===== src/rtl/seg_display_pkg.sv =====
// Shared constants for the seven-segment scan driver: glyph codes, code width
// and the all-dark segment pattern.
package seg_display_pkg;

    localparam int unsigned CODE_W = 5;
    localparam int unsigned SEG_W  = 8;

    localparam logic [SEG_W-1:0] SEG_OFF = 8'hFF;

    localparam logic [CODE_W-1:0] GLYPH_N     = 5'h10;
    localparam logic [CODE_W-1:0] GLYPH_Q     = 5'h11;
    localparam logic [CODE_W-1:0] GLYPH_S     = 5'h12;
    localparam logic [CODE_W-1:0] GLYPH_P     = 5'h13;
    localparam logic [CODE_W-1:0] GLYPH_DASH  = 5'h14;
    localparam logic [CODE_W-1:0] GLYPH_BLANK = 5'h15;

endpackage


===== src/rtl/seg_glyph_rom.sv =====
// Combinational glyph decoder: 5-bit code plus decimal point to active-low
// segments {dp, g..a}.
module seg_glyph_rom
    import seg_display_pkg::*;
(
    input  logic [CODE_W-1:0] code,
    input  logic              dp,
    output logic [SEG_W-1:0]  glyphSeg_c
);

    logic [SEG_W-1:0] glyph;

    always_comb begin
        glyph = 8'hBF;
        case (code)
            5'h00:       glyph = 8'hC0;
            5'h01:       glyph = 8'hF9;
            5'h02:       glyph = 8'hA4;
            5'h03:       glyph = 8'hB0;
            5'h04:       glyph = 8'h99;
            5'h05:       glyph = 8'h92;
            5'h06:       glyph = 8'h82;
            5'h07:       glyph = 8'hF8;
            5'h08:       glyph = 8'h80;
            5'h09:       glyph = 8'h90;
            5'h0A:       glyph = 8'h88;
            5'h0B:       glyph = 8'h83;
            5'h0C:       glyph = 8'hC6;
            5'h0D:       glyph = 8'hA1;
            5'h0E:       glyph = 8'h86;
            5'h0F:       glyph = 8'h8E;
            GLYPH_N:     glyph = 8'hAB;
            GLYPH_Q:     glyph = 8'h98;
            GLYPH_S:     glyph = 8'h92;
            GLYPH_P:     glyph = 8'h8C;
            GLYPH_DASH:  glyph = 8'hBF;
            GLYPH_BLANK: glyph = SEG_OFF;
            default:     glyph = 8'hBF;
        endcase
        glyphSeg_c = dp ? (glyph & 8'h7F) : glyph;
    end

endmodule


===== src/rtl/seg_display_scan.sv =====
// Time-multiplexed common-anode N-digit scanner with guard sub-tick, per-frame
// shadowed inputs, blanking, blinking and 16-level brightness.
module seg_display_scan
    import seg_display_pkg::*;
#(
    parameter int unsigned NUM_DIGITS = 4,
    parameter int unsigned TICK_DIV   = 1024
) (
    input  logic                         clk,
    input  logic                         rstN,
    input  logic                         en,
    input  logic [CODE_W*NUM_DIGITS-1:0] digitCodes,
    input  logic [NUM_DIGITS-1:0]        dpMask,
    input  logic [NUM_DIGITS-1:0]        blankMask,
    input  logic [NUM_DIGITS-1:0]        blinkMask,
    input  logic                         blinkTick,
    input  logic [3:0]                   brightness,
    output logic [NUM_DIGITS-1:0]        an,
    output logic [SEG_W-1:0]             segOut,
    output logic                         frameDone
);

    localparam int unsigned TICK_W  = (TICK_DIV > 1) ? $clog2(TICK_DIV) : 1;
    localparam int unsigned SLOT_W  = (NUM_DIGITS > 1) ? $clog2(NUM_DIGITS) : 1;
    localparam int unsigned CODES_W = CODE_W * NUM_DIGITS;

    localparam logic [TICK_W-1:0] TICK_LAST = TICK_W'(TICK_DIV - 1);
    localparam logic [SLOT_W-1:0] SLOT_LAST = SLOT_W'(NUM_DIGITS - 1);
    localparam logic [3:0]        SUB_LAST  = 4'hF;

    logic [TICK_W-1:0]     tickCnt;
    logic [3:0]            subTick;
    logic [SLOT_W-1:0]     slot;
    logic                  running;
    logic                  blinkPhase;

    logic [CODES_W-1:0]    shCodes;
    logic [NUM_DIGITS-1:0] shDp;
    logic [NUM_DIGITS-1:0] shBlank;
    logic [NUM_DIGITS-1:0] shBlink;
    logic [3:0]            shBright;
    logic                  shPhase;

    logic [TICK_W-1:0]     nTick;
    logic [3:0]            nSub;
    logic [SLOT_W-1:0]     nSlot;
    logic                  loadShadow;

    logic [CODES_W-1:0]    effCodes;
    logic [NUM_DIGITS-1:0] effDp;
    logic [NUM_DIGITS-1:0] effBlank;
    logic [NUM_DIGITS-1:0] effBlink;
    logic [3:0]            effBright;
    logic                  effPhase;
    logic [CODE_W-1:0]     curCode;
    logic                  curDp;
    logic                  curDark;
    logic                  onWindow;
    logic [SEG_W-1:0]      glyphSeg;

    // Next counter state; the first enabled cycle after idle is a frame start.
    always_comb begin
        nTick      = '0;
        nSub       = '0;
        nSlot      = '0;
        loadShadow = 1'b0;
        if (en && running) begin
            if (tickCnt == TICK_LAST) begin
                nSub = subTick + 4'd1;
                if (subTick == SUB_LAST) begin
                    nSlot = (slot == SLOT_LAST) ? '0 : slot + SLOT_W'(1);
                end else begin
                    nSlot = slot;
                end
            end else begin
                nTick = tickCnt + TICK_W'(1);
                nSub  = subTick;
                nSlot = slot;
            end
            loadShadow = (nTick == '0) && (nSub == '0) && (nSlot == '0);
        end else if (en) begin
            loadShadow = 1'b1;
        end
    end

    // On the frame-start edge the outputs see the values being captured.
    always_comb begin
        effCodes  = loadShadow ? digitCodes : shCodes;
        effDp     = loadShadow ? dpMask     : shDp;
        effBlank  = loadShadow ? blankMask  : shBlank;
        effBlink  = loadShadow ? blinkMask  : shBlink;
        effBright = loadShadow ? brightness : shBright;
        effPhase  = loadShadow ? (blinkPhase ^ blinkTick) : shPhase;
        curCode   = effCodes[int'(nSlot) * CODE_W +: CODE_W];
        curDp     = effDp[nSlot];
        curDark   = effBlank[nSlot] | (effBlink[nSlot] & effPhase);
        onWindow  = (nSub != 4'd0) && (nSub <= effBright) && !curDark;
    end

    seg_glyph_rom u_glyphRom (
        .code       (curCode),
        .dp         (curDp),
        .glyphSeg_c (glyphSeg)
    );

    always_ff @(posedge clk or negedge rstN) begin
        if (!rstN) begin
            tickCnt    <= '0;
            subTick    <= '0;
            slot       <= '0;
            running    <= 1'b0;
            blinkPhase <= 1'b0;
            shCodes    <= '0;
            shDp       <= '0;
            shBlank    <= '0;
            shBlink    <= '0;
            shBright   <= '0;
            shPhase    <= 1'b0;
        end else begin
            tickCnt    <= nTick;
            subTick    <= nSub;
            slot       <= nSlot;
            running    <= en;
            blinkPhase <= blinkPhase ^ blinkTick;
            if (loadShadow) begin
                shCodes  <= digitCodes;
                shDp     <= dpMask;
                shBlank  <= blankMask;
                shBlink  <= blinkMask;
                shBright <= brightness;
                shPhase  <= blinkPhase ^ blinkTick;
            end
        end
    end

    // Segments are reloaded only on the guard sub-tick, while anodes are off.
    always_ff @(posedge clk or negedge rstN) begin
        if (!rstN) begin
            an        <= '1;
            segOut    <= SEG_OFF;
            frameDone <= 1'b0;
        end else if (!en) begin
            an        <= '1;
            segOut    <= SEG_OFF;
            frameDone <= 1'b0;
        end else begin
            an <= onWindow ? ~(NUM_DIGITS'(1) << nSlot) : '1;
            if (nSub == 4'd0) begin
                segOut <= curDark ? SEG_OFF : glyphSeg;
            end
            frameDone <= (nSlot == SLOT_LAST) && (nSub == SUB_LAST) && (nTick == TICK_LAST);
        end
    end

endmodule


===== config.mk =====
export PLATFORM = sky130hd
export DESIGN_NAME = seg_display_scan
export DESIGN_NICKNAME = d
export VERILOG_FILES = /design/src/rtl/seg_display_pkg.sv /design/src/rtl/seg_glyph_rom.sv /design/src/rtl/seg_display_scan.sv
export SDC_FILE = /design/constraint.sdc
export NUM_CORES = 1
export LEC_CHECK = 0
export ABC_AREA = 1
export ABC_CLOCK_PERIOD_IN_PS = 7200
export BUFFER_PORTS_ARGS = -buffer_cell sky130_fd_sc_hd__buf_4
export CAP_MARGIN = 20
export CORE_MARGIN = 3
export CORE_UTILIZATION = 37
export CTS_CLUSTER_SIZE = 20
export DETAILED_ROUTE_END_ITERATION = 8
export GPL_TIMING_DRIVEN = 0
export MAX_ROUTING_LAYER = met4
export PLACE_DENSITY = 0.56
export SETUP_SLACK_MARGIN = 0.02
export SYNTH_ARGS = -nofsm -noshare
export SYNTH_HDL_FRONTEND = slang
export SYNTH_SLANG_ARGS = --single-unit

===== constraint.sdc =====
create_clock -name clk -period 7.2 [get_ports clk]
set_clock_uncertainty 0.1 [all_clocks]
set_input_delay 0.36 -clock clk [delete_from_list [all_inputs] [get_ports clk]]
set_output_delay 0.36 -clock clk [all_outputs]
set_load 0.01 [all_outputs]

---- After elaboration in Yosys (flattened, before gate mapping) ----
Memories as Yosys holds them, arrays and structs flattened.
Cells that the tools add are included.
operators by class
  $add $sub $neg .......................... 3
  multipliers ............................. 1
  order comparisons ....................... 2
  equality and inequality tests ........... 7
  shift operators ......................... 2
  muxes and demuxes ....................... 32
  bitwise logic cells ..................... 4
  reductions and logical operators ........ 13
operators by type and width
  operator                                            number
  two-way mux 4 bit                                   9
  two-way mux 8 bit                                   4
  two-way mux 10 bit                                  3
  == test 10 bit, second input constant               2
  two-way mux 20 bit                                  1
  indexed part select 20 x 6 -> 5 bit                 1
  adder 10 x 1 -> 10 bit, second input constant       1
  logical NOT 10 bit                                  1
  two-way mux 2 bit                                   5
  == test 4 bit, second input constant                2
  logical NOT 4 bit                                   2
  logical AND 1 bit                                   7
  two-way mux 1 bit                                   7
  binary-select mux 1 bit (select 2 bit)              3
  multiplier 2 x 3 -> 5 bit, second input constant    1
  adder 4 x 1 -> 4 bit, second input constant         1
  == test 2 bit, second input constant                2
  <= comparator 4 bit                                 1
  NOT 4 bit                                           1
  nonzero test 4 bit                                  1
  left shift 1 x 2 -> 4 bit, first input constant     1
  < comparator 2 x 3 -> 1 bit, second input constant  1
  adder 2 x 1 -> 2 bit, second input constant         1
  logical NOT 2 bit                                   1
  other kinds (5)                                     5
word-level totals
  register bits ........................... 68
  ROM bits ................................ 224
  output and inout bits ................... 13
  word-level logic and storage cells ...... 79
  memories kept ........................... 1
memories
  name              depth  bits a word  rd ports  clocked after memory_dff  write ports  line                 text
  (name not given)  32     7            1         0                         0            seg_glyph_rom.sv:15  case (code)

---- Depth between registers and ports, before layout ----
  depth in word-level cells ............... 17
  depth in mapped cells ................... 27

---- Hierarchy ----
Synthesis repeated with hierarchy kept, for this count alone.
unflattened totals
  cell total of the unflattened synthesis .. 511
  area total of the unflattened synthesis .. 3843.7 um^2
by module, submodules not included
  module            times used  cells an instance  area each (um^2)  seq. area each (um^2)
  seg_display_scan  1           439                3470.8            1716.6
  seg_glyph_rom     1           72                 372.9             0.0

---- Worst setup path before layout ----
No wires, ideal clock.
  kind .................................... flip-flop to flip-flop
  from .................................... reg tickCnt[0]
  to ...................................... reg an[0]
  arrival ................................. 2908 ps
  path slack .............................. 4094 ps
  cell stages (with the launch flop) ...... 23
  buffers on the path ..................... 2
  period minus slack after synthesis ...... 3106 ps
  cell sequence ........................... dfrtp_1 ha_1 nand2_2 nor2_4 nand3_4 clkinv_2 nand2_1 o21ai_2 nand2_1 clkinv_1 nand3_2 nand2_4 nand2_4 buf_6 buf_6 o21ai_0 ha_1 inv_1 nor2_1 o21ai_0 a32oi_1 nor2_1 nand4_1
between the ends
  cells in the longest elaborated chain, start to end .. 16
  elaborated cells on any way between the ends .. 35
  classes of those cells .................. 1 x add/sub; 1 x order compare; 1 x eq/ne; 1 x shift; 19 x mux; 3 x bitwise; 9 x reduce/logical
ends and longest elaborated chain
  what                                                             line                                            text
  start, declared                                                  seg_display_scan.sv:31                          logic [TICK_W-1:0] tickCnt;
  start signal, assigned                                           seg_display_scan.sv:120                         tickCnt <= nTick;
  adder 10 x 1 -> 10 bit / == test 10 bit (equally long branches)  seg_display_scan.sv:76, seg_display_scan.sv:68
  two-way mux 10 bit / two-way mux 4 bit (equally long branches)   seg_display_scan.sv:68                          if (tickCnt == TICK_LAST) begin
  two-way mux 10 bit / two-way mux 4 bit (equally long branches)   seg_display_scan.sv:67                          if (en && running) begin
  logical NOT 10 bit / logical NOT 4 bit (equally long branches)   seg_display_scan.sv:80                          loadShadow = (nTick == '0) && (nSub == '0) && (nSlot == '0);
  logical AND 1 bit (2 in a row)                                   seg_display_scan.sv:80
  two-way mux 1 bit                                                seg_display_scan.sv:67
  two-way mux 4 bit                                                -
  binary-select mux 1 bit (select 2 bit)                           seg_display_scan.sv:96                          curDark = effBlank[nSlot] | (effBlink[nSlot] & effPhase);
  two-way mux 1 bit (implied by the code)                          seg_display_scan.sv:96
  bitwise AND 1 bit                                                seg_display_scan.sv:96
  bitwise OR 1 bit                                                 seg_display_scan.sv:96
  logical NOT 1 bit                                                seg_display_scan.sv:97                          onWindow = (nSub != 4'd0) && (nSub <= effBright) && !curDark;
  logical AND 1 bit                                                seg_display_scan.sv:97
  two-way mux 4 bit *                                              seg_display_scan.sv:147                         an <= onWindow ? ~(NUM_DIGITS'(1) << nSlot) : '1;
  two-way mux 4 bit *                                              seg_display_scan.sv:142                         end else if (!en) begin
  end signal, assigned                                             seg_display_scan.sv:147
  end, declared                                                    seg_display_scan.sv:18                          output logic [NUM_DIGITS-1:0] an,
Every way passes the cells marked *; elsewhere a longest branch is shown, timed or not. The select of a mux whose other input is x is not followed.
A chain may end at the register's enable or synchronous reset.

---- Worst setup path after layout ----
  from .................................... reg tickCnt[0]
  to ...................................... reg an[3]
Same word-level chain as after synthesis.

==> flow_metrics.env <==
export IMPL_synth_top_family_by_area="simple AND/OR/NAND/NOR gates"
export IMPL_r2r_start="tickCnt[0]"
export IMPL_grt_max_degree=69
export IMPL_ir_worst_vdd_v=0.00007830
export IMPL_critPathMaxFanout=10
export IMPL_fin_crit_ns=3.815
export IMPL_initial_core_util=0.3850
export IMPL_dr_pass1_iters=4
export IMPL_n_antenna_cell=0
export IMPL_worstSkewPairLatency_ns=0.34
export IMPL_ys_flop_type="dfrtp_1"
export IMPL_die_area_mm2=0.01217
export IMPL_drtIter0Drc=171
export IMPL_grt_pass1_wl_um=15700
export IMPL_maxCapViolations=0
export IMPL_end_kind="flop"
export IMPL_cts_max_path_buffers=2
export IMPL_synth_xor_area_frac=0.006524
export IMPL_power_leakage_nw=2.418
export IMPL_wl_per_cell_um=12.77
export IMPL_cts_htree_levels=3
export IMPL_grt_pass1_vias=3437
export IMPL_start_kind="flop"
export IMPL_cts_sinks=68
export IMPL_crit_type="flop to flop"
export IMPL_crit_buf_inv=3
export IMPL_worst_pin_slew_ns=0.8790
export IMPL_cts_tree="yes"
export IMPL_ff2ff_setup_slack_ns=3.38
export IMPL_synthTopCellsByCount="161 x nand2_1, 70 x inv_1, 56 x dfrtp_1"
export IMPL_cp_top_family="simple AND/OR/NAND/NOR gates"
export IMPL_io_pins=53
export IMPL_grt_usage=0.1695
export IMPL_synth_edf_count=0
export IMPL_hpwl_um=7057
export IMPL_avgViaCountPerCell=4.719
export IMPL_final_layout_size_suffix_gt1_frac=0.1950
export IMPL_setup_viol=0
export IMPL_drv_slew=0
export IMPL_synth_simple_gate_area_share=0.3855
export IMPL_ant_nets=0
export IMPL_post_cts_resized=0
export IMPL_outcome="complete, no violations"
export IMPL_arrival_ns=3.94
export IMPL_r2r_end="an[3]"
export IMPL_synth_warnings=0
export IMPL_power_per_cell_area_mw_per_mm2=194.8
export IMPL_finish_utilization=0.4565
export IMPL_path_clk_slew_ns=0.08
export IMPL_hold_viol=0
export IMPL_yosys_register_bits=68
export IMPL_yosys_area_share_adder=0.04039
export IMPL_vias=3497
export IMPL_antenna_found_initial=0
export IMPL_period_share=0.5299
export IMPL_rsz0062_at_grt="false"
export IMPL_async_reset_ff_frac=1.000
export IMPL_finalWirelength_um=9461
export IMPL_synth_compound_area_frac=0.05033
export IMPL_synth_area_leaders="dfrtp_1 35%, nand2_1 15%, dfstp_2 7.8%"
export IMPL_post_cts_hold_buffer_count=0
export IMPL_slew_headroom=0.4118
export IMPL_num_fill_cells=1115
export IMPL_path_cells="ha_1 -> nand2_2 -> nor2_4 -> nand3_4 -> o21ai_2 -> nand3_1 -> nor2_2 -> nand3_2 -> nand2_4 -> nand2_4 -> buf_6 -> buf_6 -> o21ai_0 -> ha_1 -> inv_1 -> nor2_1 -> o21ai_0 -> a32oi_1 -> nor2_1 -> nand3_1"
export IMPL_cpMaxStageDelayCell="dfrtp_1"
export IMPL_die_h_um=110.3
export IMPL_timing_fmax_ghz=0.2621
export IMPL_multi_input_area_mm2=0.001954
export IMPL_synth_avg_cell_area_um2=7.514
export IMPL_area_growth_pct=18.58
export IMPL_synth_most_common_cell="nand2_1"
export IMPL_synth_nets=589
export IMPL_hold_class="primary input to asynchronous set/reset pin"
export IMPL_cts_buffers=9
export IMPL_row_count=37
export IMPL_ys_seq_area_frac=0.4262
export IMPL_final_setup_tns_ns=0
export IMPL_syn_area_mm2=0.004028
export IMPL_netlist_area_leader_share=0.3479
export IMPL_gp_congestion=0.8951
export IMPL_nets=653
export IMPL_root_buffer="clkbuf_8"
export IMPL_io_buffers=52
export IMPL_synth_top_area_cell="dfrtp_1"
export IMPL_seq_area_mm2=0.001717
export IMPL_core_mm2=0.01046
export IMPL_muxShareOfSynthArea=0.002485
export IMPL_reg2reg_depth=20
export IMPL_cts_setup_buffers=0
export IMPL_die_w_um=110.3
export IMPL_required_ns=7.32
export IMPL_grt_remaining_overflow=0
export IMPL_critPathMaxStageDelay_ns=0.39
export IMPL_postSynthCellCount=536
export IMPL_drcViolationCount=0
export IMPL_synth_cell_types=42
-- report_power, final --
group / leakage [nW] / internal [mW] / switching [mW]
logic: 1.52 / 0.0831 / 0.118
registers: 0.808 / 0.428 / 0.0132
clock network: 0.0896 / 0.144 / 0.144
total: 2.42 / 0.655 / 0.275
-- stage by stage --
stage          area [um^2]  cells  hold WS, ns  setup slack, ns  power, mW
2_1_floorplan         4028    536     -0.03559            4.094     0.5826
3_3_place_gp          4588    724       0.3458            3.516     0.6486
3_5_place_dp          4588    724       0.3505            3.454     0.6518
4_1_cts               4768    740      0.02767            3.388     0.9444
5_1_grt               4776    741      0.02841            3.083     0.9907
6_report              4776    741      0.03192            3.385     0.9303
-- cell usage in the layout (no fill, tap or decap), types with 7 or more instances in the layout --
master / instances
dfrtp_1: 56
nor2_1: 51
nor2_2: 7
and2_1: 17
dfstp_2: 12
nand2_1: 161
inv_1: 70
clkbuf_8: 11
buf_4: 54
nand3b_1: 14
nand3_1: 54
o21ai_0: 10
ha_1: 13
a21oi_1: 11
-- metal layers --
layer  wire, um  share of wire  GRT usage
met5          0              0          -
met2       4798           0.51     0.2942
met1       4265           0.45     0.2057
met4         93         0.0098    0.03430
met3        303          0.032    0.03436
-- sequential cells by signal, indices dropped and copies added, names as in the netlist --
signal and count:
shPhase 1, shBlank 4, frameDone 1, segOut 8, slot 2, shBright 4
shCodes 20, an 4, shDp 4, tickCnt 10, shBlink 4, running 1
blinkPhase 1, subTick 4
-- area by class of cell --
class                   instances  area share
flip-flops and latches         68      0.3594
plain buffers                  11     0.01624
repair buffers                 53     0.08331
well taps                     136     0.03563
inverters                      74     0.05842
clock inverters                 3    0.004454
clock buffers                  13     0.03327
multi-input cells             383      0.4092
-- worst reg2reg max path, cell delays in order, from the launching register on --
cell,delay [ns]
dfrtp_1,0.39
ha_1,0.27
nand2_2,0.11
nor2_4,0.14
nand3_4,0.17
o21ai_2,0.24
nand3_1,0.12
nor2_2,0.13
nand3_2,0.11
nand2_4,0.15
nand2_4,0.13
buf_6,0.18
buf_6,0.14
o21ai_0,0.31
ha_1,0.32
inv_1,0.06
nor2_1,0.03
o21ai_0,0.14
a32oi_1,0.07
nor2_1,0.26
nand3_1,0.14
-- kinds of logic after synthesis --
logic type      count (synthesis)
simple gates                  332
buf+inv                        85
flops                          68
compound gates                 34
fa+ha+maj                      13
xor+xnor                        3
mux                             1
-- worst max path at each step --
stage,start,end,slack (ns),depth (start not counted)
after floorplan,tickCnt[0],an[0],4.09,22
after global placement,tickCnt[0],an[0],3.52,20
after detailed placement,tickCnt[0],an[0],3.45,20
after CTS,tickCnt[0],an[2],3.39,20
after global routing,tickCnt[1],an[3],3.08,22
final,tickCnt[0],an[3],3.38,20
Power figures use the tool's default switching activity.
